===== src/rtl/alu_sequencer_if.sv =====
// ---------------------------------------------------------------------------
// alu_sequencer_if
// Groups every non-clock/reset signal of alu_sequencer into one bundle.
//   slave  : sequencer view (receives instructions, drives ALU/register file)
//   master : environment view (fetch/decode, ALU and register file side)
// Signals:
//   instr[7:0], instr_valid, instr_ready      instruction handshake
//   busy, done, illegal                        status
//   rf_addr[3:0], rf_rdata[3:0], rf_we,
//   rf_wdata[3:0]                              index register file port
//   alu_op[3:0], alu_acc[3:0], alu_tmp[3:0],
//   alu_opa[3:0], alu_cin                      ALU operand drive
//   alu_result[3:0], alu_cout, alu_zero        ALU results
//   acc[3:0], cy                               architectural ACC / CY
// ---------------------------------------------------------------------------
interface alu_sequencer_if;
  logic [7:0] instr;
  logic       instr_valid;
  logic       instr_ready;
  logic       busy;
  logic       done;
  logic       illegal;
  logic [3:0] rf_addr;
  logic [3:0] rf_rdata;
  logic       rf_we;
  logic [3:0] rf_wdata;
  logic [3:0] alu_op;
  logic [3:0] alu_acc;
  logic [3:0] alu_tmp;
  logic [3:0] alu_opa;
  logic       alu_cin;
  logic [3:0] alu_result;
  logic       alu_cout;
  logic       alu_zero;
  logic [3:0] acc;
  logic       cy;

  modport slave (
    input  instr, instr_valid, rf_rdata, alu_result, alu_cout, alu_zero,
    output instr_ready, busy, done, illegal, rf_addr, rf_we, rf_wdata,
           alu_op, alu_acc, alu_tmp, alu_opa, alu_cin, acc, cy
  );

  modport master (
    output instr, instr_valid, rf_rdata, alu_result, alu_cout, alu_zero,
    input  instr_ready, busy, done, illegal, rf_addr, rf_we, rf_wdata,
           alu_op, alu_acc, alu_tmp, alu_opa, alu_cin, acc, cy
  );
endinterface


===== src/rtl/alu_sequencer.sv =====
// ---------------------------------------------------------------------------
// alu_sequencer
// Multi-cycle execute sequencer for the 4-bit ALU. Accepts one 8-bit
// instruction ([7:4] opcode, [3:0] OPA) per handshake, optionally reads the
// index register file (RD), drives the external ALU for one cycle (EX),
// optionally writes a register back (WB), and owns the ACC and CY registers.
// Ports:
//   clk  : system clock, rising edge
//   rst  : asynchronous active-high reset
//   bus  : alu_sequencer_if.slave (handshake, status, register file, ALU,
//          ACC/CY outputs)
// Parameters:
//   ACC_RST_VAL : ACC value on reset
//   CY_RST_VAL  : CY value on reset
// Configuration macro:
//   ALU_SEQ_EXT_OPS_EN : enables F-group subcodes RAL(5), RAR(6), TCC(7),
//                        DAC(8); without it those subcodes are illegal.
// ---------------------------------------------------------------------------
module alu_sequencer #(
  parameter logic [3:0] ACC_RST_VAL = 4'h0,
  parameter logic       CY_RST_VAL  = 1'b0
) (
  input logic            clk,
  input logic            rst,
  alu_sequencer_if.slave bus
);

  typedef enum logic [1:0] {
    S_IDLE = 2'd0,
    S_RD   = 2'd1,
    S_EX   = 2'd2,
    S_WB   = 2'd3
  } state_t;

  localparam logic [3:0] OP_NOP = 4'h0;
  localparam logic [3:0] OP_INC = 4'h6;
  localparam logic [3:0] OP_ADD = 4'h8;
  localparam logic [3:0] OP_SUB = 4'h9;
  localparam logic [3:0] OP_LD  = 4'hA;
  localparam logic [3:0] OP_XCH = 4'hB;
  localparam logic [3:0] OP_LDM = 4'hD;
  localparam logic [3:0] OP_GRP = 4'hF;

  localparam logic [3:0] ALU_NOP = 4'h0;
  localparam logic [3:0] ALU_ADD = 4'h8;
  localparam logic [3:0] ALU_SUB = 4'h9;
  localparam logic [3:0] ALU_LD  = 4'hD;

  state_t     state_q, state_next;
  logic [7:0] ir_q, ir_next;
  logic [3:0] tmp_q, tmp_next;
  logic [3:0] wb_q, wb_next;
  logic [3:0] acc_q, acc_next;
  logic       cy_q, cy_next;

  logic [3:0] opcode;
  logic [3:0] opa;

  // alu_zero is part of the ALU port set but carries no meaning here.
  logic unused_alu_zero;
  assign unused_alu_zero = bus.alu_zero;

  assign opcode = ir_q[7:4];
  assign opa    = ir_q[3:0];

  function automatic logic needs_rd(input logic [3:0] op);
    return (op == OP_INC) || (op == OP_ADD) || (op == OP_SUB) ||
           (op == OP_LD)  || (op == OP_XCH);
  endfunction

  always_ff @(posedge clk or posedge rst) begin
    if (rst) begin
      state_q <= S_IDLE;
      ir_q    <= '0;
      tmp_q   <= '0;
      wb_q    <= '0;
      acc_q   <= ACC_RST_VAL;
      cy_q    <= CY_RST_VAL;
    end else begin
      state_q <= state_next;
      ir_q    <= ir_next;
      tmp_q   <= tmp_next;
      wb_q    <= wb_next;
      acc_q   <= acc_next;
      cy_q    <= cy_next;
    end
  end

  always_comb begin
    state_next      = state_q;
    ir_next         = ir_q;
    tmp_next        = tmp_q;
    wb_next         = wb_q;
    acc_next        = acc_q;
    cy_next         = cy_q;
    bus.instr_ready = 1'b0;
    bus.done        = 1'b0;
    bus.illegal     = 1'b0;
    bus.rf_addr     = '0;
    bus.rf_we       = 1'b0;
    bus.rf_wdata    = '0;
    bus.alu_op      = ALU_NOP;
    bus.alu_acc     = '0;
    bus.alu_opa     = '0;
    bus.alu_cin     = 1'b0;

    case (state_q)
      S_IDLE: begin
        bus.instr_ready = 1'b1;
        if (bus.instr_valid) begin
          ir_next    = bus.instr;
          state_next = needs_rd(bus.instr[7:4]) ? S_RD : S_EX;
        end
      end

      S_RD: begin
        bus.rf_addr = opa;
        tmp_next    = bus.rf_rdata;
        state_next  = S_EX;
      end

      S_EX: begin
        // INC and XCH finish in WB; everything else (incl. illegal) ends here.
        if (opcode == OP_INC || opcode == OP_XCH) begin
          state_next = S_WB;
        end else begin
          state_next = S_IDLE;
          bus.done   = 1'b1;
        end

        case (opcode)
          OP_NOP: ;
          OP_LDM: begin
            bus.alu_op  = ALU_LD;
            bus.alu_acc = acc_q;
            bus.alu_opa = opa;
            bus.alu_cin = cy_q;
            acc_next    = bus.alu_result;
            cy_next     = bus.alu_cout;
          end
          OP_ADD, OP_SUB: begin
            bus.alu_op  = (opcode == OP_ADD) ? ALU_ADD : ALU_SUB;
            bus.alu_acc = acc_q;
            bus.alu_opa = tmp_q;
            bus.alu_cin = cy_q;
            acc_next    = bus.alu_result;
            cy_next     = bus.alu_cout;
          end
          OP_LD, OP_XCH: begin
            bus.alu_op  = ALU_LD;
            bus.alu_acc = acc_q;
            bus.alu_opa = tmp_q;
            bus.alu_cin = cy_q;
            acc_next    = bus.alu_result;
            cy_next     = bus.alu_cout;
            if (opcode == OP_XCH) wb_next = acc_q;
          end
          OP_INC: begin
            bus.alu_op  = ALU_ADD;
            bus.alu_acc = tmp_q;
            bus.alu_opa = 4'h1;
            bus.alu_cin = 1'b0;
            wb_next     = bus.alu_result;
          end
          OP_GRP: begin
            case (opa)
              4'h0: begin
                acc_next = '0;
                cy_next  = 1'b0;
              end
              4'h1: cy_next = 1'b0;
              4'h2: begin
                bus.alu_op  = ALU_ADD;
                bus.alu_acc = acc_q;
                bus.alu_opa = 4'h1;
                bus.alu_cin = 1'b0;
                acc_next    = bus.alu_result;
                cy_next     = bus.alu_cout;
              end
              4'h3: cy_next = ~cy_q;
              4'hA: cy_next = 1'b1;
`ifdef ALU_SEQ_EXT_OPS_EN
              4'h5: {cy_next, acc_next} = {acc_q, cy_q};
              4'h6: {acc_next, cy_next} = {cy_q, acc_q};
              4'h7: begin
                acc_next = {3'b000, cy_q};
                cy_next  = 1'b0;
              end
              4'h8: begin
                bus.alu_op  = ALU_ADD;
                bus.alu_acc = acc_q;
                bus.alu_opa = 4'hF;
                bus.alu_cin = 1'b0;
                acc_next    = bus.alu_result;
                cy_next     = bus.alu_cout;
              end
`endif
              default: bus.illegal = 1'b1;
            endcase
          end
          default: bus.illegal = 1'b1;
        endcase
      end

      S_WB: begin
        bus.rf_we    = 1'b1;
        bus.rf_addr  = opa;
        bus.rf_wdata = wb_q;
        bus.done     = 1'b1;
        state_next   = S_IDLE;
      end

      default: state_next = S_IDLE;
    endcase
  end

  assign bus.busy    = (state_q != S_IDLE);
  assign bus.alu_tmp = '0;
  assign bus.acc     = acc_q;
  assign bus.cy      = cy_q;

endmodule

===== src/flat_wrapper.sv =====
// flat-port wrapper written by rule: the top's interface ports become plain ports
module alu_sequencer_flat 
#(
  parameter logic [3:0] ACC_RST_VAL = 4'h0,
  parameter logic       CY_RST_VAL  = 1'b0
)
  (clk, rst, bus_instr, bus_instr_valid, bus_rf_rdata, bus_alu_result, bus_alu_cout, bus_alu_zero, bus_instr_ready, bus_busy, bus_done, bus_illegal, bus_rf_addr, bus_rf_we, bus_rf_wdata, bus_alu_op, bus_alu_acc, bus_alu_tmp, bus_alu_opa, bus_alu_cin, bus_acc, bus_cy);
  alu_sequencer_if bus_i ();
  input logic clk;
  input logic rst;
  input wire logic [$bits(bus_i.instr)-1:0] bus_instr;
  input wire logic [$bits(bus_i.instr_valid)-1:0] bus_instr_valid;
  input wire logic [$bits(bus_i.rf_rdata)-1:0] bus_rf_rdata;
  input wire logic [$bits(bus_i.alu_result)-1:0] bus_alu_result;
  input wire logic [$bits(bus_i.alu_cout)-1:0] bus_alu_cout;
  input wire logic [$bits(bus_i.alu_zero)-1:0] bus_alu_zero;
  output wire logic [$bits(bus_i.instr_ready)-1:0] bus_instr_ready;
  output wire logic [$bits(bus_i.busy)-1:0] bus_busy;
  output wire logic [$bits(bus_i.done)-1:0] bus_done;
  output wire logic [$bits(bus_i.illegal)-1:0] bus_illegal;
  output wire logic [$bits(bus_i.rf_addr)-1:0] bus_rf_addr;
  output wire logic [$bits(bus_i.rf_we)-1:0] bus_rf_we;
  output wire logic [$bits(bus_i.rf_wdata)-1:0] bus_rf_wdata;
  output wire logic [$bits(bus_i.alu_op)-1:0] bus_alu_op;
  output wire logic [$bits(bus_i.alu_acc)-1:0] bus_alu_acc;
  output wire logic [$bits(bus_i.alu_tmp)-1:0] bus_alu_tmp;
  output wire logic [$bits(bus_i.alu_opa)-1:0] bus_alu_opa;
  output wire logic [$bits(bus_i.alu_cin)-1:0] bus_alu_cin;
  output wire logic [$bits(bus_i.acc)-1:0] bus_acc;
  output wire logic [$bits(bus_i.cy)-1:0] bus_cy;
  assign bus_i.instr = bus_instr;
  assign bus_i.instr_valid = bus_instr_valid;
  assign bus_i.rf_rdata = bus_rf_rdata;
  assign bus_i.alu_result = bus_alu_result;
  assign bus_i.alu_cout = bus_alu_cout;
  assign bus_i.alu_zero = bus_alu_zero;
  assign bus_instr_ready = bus_i.instr_ready;
  assign bus_busy = bus_i.busy;
  assign bus_done = bus_i.done;
  assign bus_illegal = bus_i.illegal;
  assign bus_rf_addr = bus_i.rf_addr;
  assign bus_rf_we = bus_i.rf_we;
  assign bus_rf_wdata = bus_i.rf_wdata;
  assign bus_alu_op = bus_i.alu_op;
  assign bus_alu_acc = bus_i.alu_acc;
  assign bus_alu_tmp = bus_i.alu_tmp;
  assign bus_alu_opa = bus_i.alu_opa;
  assign bus_alu_cin = bus_i.alu_cin;
  assign bus_acc = bus_i.acc;
  assign bus_cy = bus_i.cy;
  alu_sequencer #(.ACC_RST_VAL(ACC_RST_VAL), .CY_RST_VAL(CY_RST_VAL)) u_core (.clk(clk), .rst(rst), .bus(bus_i));
endmodule

===== config.mk =====
export PLATFORM = sky130hd
export DESIGN_NAME = alu_sequencer_flat
export DESIGN_NICKNAME = d
export VERILOG_FILES = /design/src/rtl/alu_sequencer_if.sv /design/src/rtl/alu_sequencer.sv /design/src/flat_wrapper.sv
export SDC_FILE = /design/constraint.sdc
export NUM_CORES = 1
export LEC_CHECK = 0
export ABC_AREA = 1
export BUFFER_PORTS_ARGS = -buffer_cell sky130_fd_sc_hd__buf_2
export CORE_MARGIN = 2
export CORE_UTILIZATION = 49
export CTS_CLUSTER_DIAMETER = 150
export DETAILED_ROUTE_END_ITERATION = 6
export GPL_TIMING_DRIVEN = 0
export HOLD_SLACK_MARGIN = 0.06
export PLACE_DENSITY_LB_ADDON = 0.2
export SYNTH_ARGS = -nofsm -noshare
export SYNTH_HDL_FRONTEND = slang
export SYNTH_SLANG_ARGS = --single-unit

===== constraint.sdc =====
create_clock -name clk -period 1.5 [get_ports clk]
set_input_delay 0.15 -clock clk [delete_from_list [all_inputs] [get_ports clk]]
set_output_delay 0.15 -clock clk [all_outputs]
set_load 0.01 [all_outputs]

==> impl_metrics.py <==
metrics = {
    "floorplanning": {
        "die_w_um": 60.0,
        "dieArea_um2": 3600,
        "die_y_um": 60.0,
        "initial_utilization": 0.507,
        "boundaryPins": 56,
        "core_area_um2": 3030,
        "rows": 20,
    },
    "clock_network": {
        "cts_tree": "yes",
        "clock_latency_ps": 310,
        "clk_pin_slew_worst_paths_ps": 120,
        "cts_buffers": 3,
        "clock_sinks": 23,
        "root_buffer": "clkbuf_4",
        "htree_levels": 1,
        "clock_path_buffers": 2,
    },
    "pwr": {
        "p_int_w": 0.00227,
        "clkPwrFrac": 0.067,
        "p_sw_frac": 0.484,
        "p_per_area_nw_per_um2": 1950,
        "power_frac_comb": 0.635,
        "finalPower_w": 0.00440,
        "leakage_nw": 1.34,
        "p_seq_frac": 0.298,
        "ir_drop_uv": 1180,
        "p_switching_w": 0.00213,
    },
    "grt": {
        "grt_pass1_vias": 1513,
        "antenna_found_initial": 0,
        "overflow": 0,
        "grt_pass1_wl_um": 6620,
        "grt_max_degree": 24,
        "grt_use_total": 0.243,
    },
    "place": {
        "placed_area_um2": 1850,
        "place.gp.congestion": 0.855,
        "dpl.hpwl_um": 2760,
        "io_buffers": 49,
        "pre_cts_ws_ps": -52.0,
    },
    "route": {
        "drtIter0Drc": 94,
        "drt_pass1_iterations": 4,
        "ant_nets": 0,
        "drc": 0,
        "viasPerCell": 4.96,
        "wl_per_cell_um": 11.9,
        "drt-total-wl_um": 4310,
        "num_vias": 1792,
    },
    "logic_synthesis": {
        "synth_top_area_cell": "dfrtp_1",
        "synth-compound-area-share": 0.0847,
        "syn-mean-instance-area_um2": 6.68,
        "muxShareOfSynthArea": 0.0366,
        "synth_seq_area_share": 0.375,
        "synth_xor_area_frac": 0,
        "yosys_warnings": 0,
        "synth_cells": 230,
        "synth_area_leaders": "dfrtp_1 37%, nand2_1 20%, inv_1 7.6%, nand3_1 5.9%, nor2_1 5.6%",
        "synth_cell_types": 25,
        "synth_area_um2": 1540,
        "synth_top_family_by_area": "simple AND/OR/NAND/NOR gates",
        "yosys.area.top_type_share": 0.375,
        "yosys.area_share.simple": 0.380,
        "synth_seq_cells": 23,
        "synth_adder_area_share": 0,
    },
    "worst_hold_path": {
        "hold_path.class": "in -> reg",
    },
    "critical_path": {
        "crit_slowest_cell": "dfrtp_2",
        "cp_cell_sequence": "inv_2 > nand2_4 > nor2_4 > nand2_1 > nand3_1 > nand2_1 > inv_1 > buf_2",
        "criticalPathCategory": "reg -> out",
        "startpoint_type": "register",
        "path_buf_inv": 3,
        "arrival_ps": 1560,
        "cp.required_ps": 1350,
        "crit_path_frequent_cell": "nand2_1",
        "crit_family": "simple AND/OR/NAND/NOR gates",
        "worstPathMaxFanout": 6,
        "cpPeakStageDelay_ps": 480,
        "end_kind": "output pin",
    },
    "sta": {
        "finalCritPeriodShare": 1.14,
        "period_needed_ps": 1710,
        "fin_ws_ps": -209,
        "worst_pin_slew_ps": 883,
        "slew_violations": 0,
        "tns_ps": -2250,
        "finalHoldViolations": 0,
        "slew_headroom": 0.411,
        "setup_violations": 14,
        "skew_ps": 2.83,
        "max_freq_mhz": 585,
        "rsz0062_at_grt": "yes",
    },
    "final_layout": {
        "layout_commonest_cell": "nand2_1",
        "fin_area_um2": 2250,
        "nNetsFinal": 339,
        "most-common-layout-cells": "71 x nand2_1, 49 x buf_2, 28 x buf_4",
        "num_antenna_cells": 0,
        "area_delta_synth_final_pct": 46.6,
        "drive_above_1_share": 0.423,
    },
    "run_status": {
        "status": "complete, but fails checks",
        "violations": "setup timing",
    },
    "run": {
        "max_cap_violations": 0,
    },
}
## logic make-up (layout without fill, tap and decap cells)
group | Yosys count | in the layout
AND/OR/NAND/NOR | 136 | 136
buffers and inverters | 42 | 125
AO/OA/AOI/OAI | 24 | 24
flip-flops | 23 | 23
multiplexers | 4 | 4
other | 1 | 5
## sequential cells by signal, indices dropped and copies added, names as in the netlist
signal and cells:
u_core.ir_q 8, u_core.bus.acc 4, u_core.state_q 2, u_core.tmp_q 4
u_core.bus.cy 1, u_core.wb_q 4
## cell usage after synthesis, drive strengths merged
cell    number
o22ai        1
a21boi       1
inv         34
or2          1
mux2         4
dfrtp       23
o211ai       1
nor2        27
nand3       19
a21oi       11
nor3         1
o21ai       10
nand2       88
buf          8
conb         1
## per-layer routing
| metal | global-route usage | vias up | routed length, µm |
|---|---|---|---|
| li1 | - | 874 | - |
| met1 | 0.328 | 829 | 1760 |
| met2 | 0.410 | 82 | 2160 |
| met3 | 0.0260 | 7 | 318 |
| met4 | 0.0698 | 0 | 59 |
| met5 | 0 | - | 0 |
## final cells by class
cell class / instances / area [µm²]
Multi-Input combinational cell: 169 / 892
Fill cell: 240 / 776
Sequential cell: 23 / 582
Timing Repair Buffer: 79 / 497
Inverter: 34 / 135
Buffer: 8 / 65.1
Tap cell: 44 / 55.1
Clock buffer: 4 / 26.3
## repair_timing
action                                  4_1_cts  5_1_grt
hold buffers                                  5        0
pin swaps                                     7       13
buffers inserted                             16       10
endpoints found under the setup margin       14       22
endpoints found under the hold margin        27        0
resized for setup                            24       24
## worst min-delay path: cells and delay by family
kind | cells | cell delay, ps
AOI/OAI and AO/OA | 1 | 60
buffers and inverters | 2 | 150
## final timing paths
check                                           startpoint                           to  slack, ps  depth (start not counted)
worst min-delay path                          bus_instr[4]   u_core.ir_q[4]$_DFFE_PP0P_         80                          3
max in group asynchronous                              rst   u_core.ir_q[0]$_DFFE_PP0P_        360                          3
worst max register to register  u_core.ir_q[6]$_DFFE_PP0P_    u_core.bus.cy$_DFFE_PP0P_         20                          9
worst min register to register  u_core.wb_q[2]$_DFFE_PP0P_   u_core.wb_q[2]$_DFFE_PP0P_        500                          2
worst max-delay path            u_core.ir_q[4]$_DFFE_PP0P_               bus_alu_acc[1]       -210                          8
min in group asynchronous                              rst  u_core.tmp_q[3]$_DFFE_PP0P_        550                          3
## power groups by stage
stage          sequential (W)  clock, W  combinational, W
6_report              0.00131  0.000294           0.00280
2_1_floorplan         0.00123         0           0.00144
5_1_grt               0.00135  0.000315           0.00309
3_3_place_gp          0.00128         0           0.00199
3_5_place_dp          0.00129         0           0.00202
4_1_cts               0.00127  0.000301           0.00247
## stage by stage
step | utilization | hold WS [ps] | instances
after detailed placement | 0.612 | 382 | 327
final | 0.744 | 75.5 | 361
after global routing | 0.744 | 93.5 | 361
after global placement | 0.612 | 372 | 327
after floorplan | - | 152 | 234
after CTS | 0.698 | 67.0 | 352
Power figures use the tool's default switching activity.
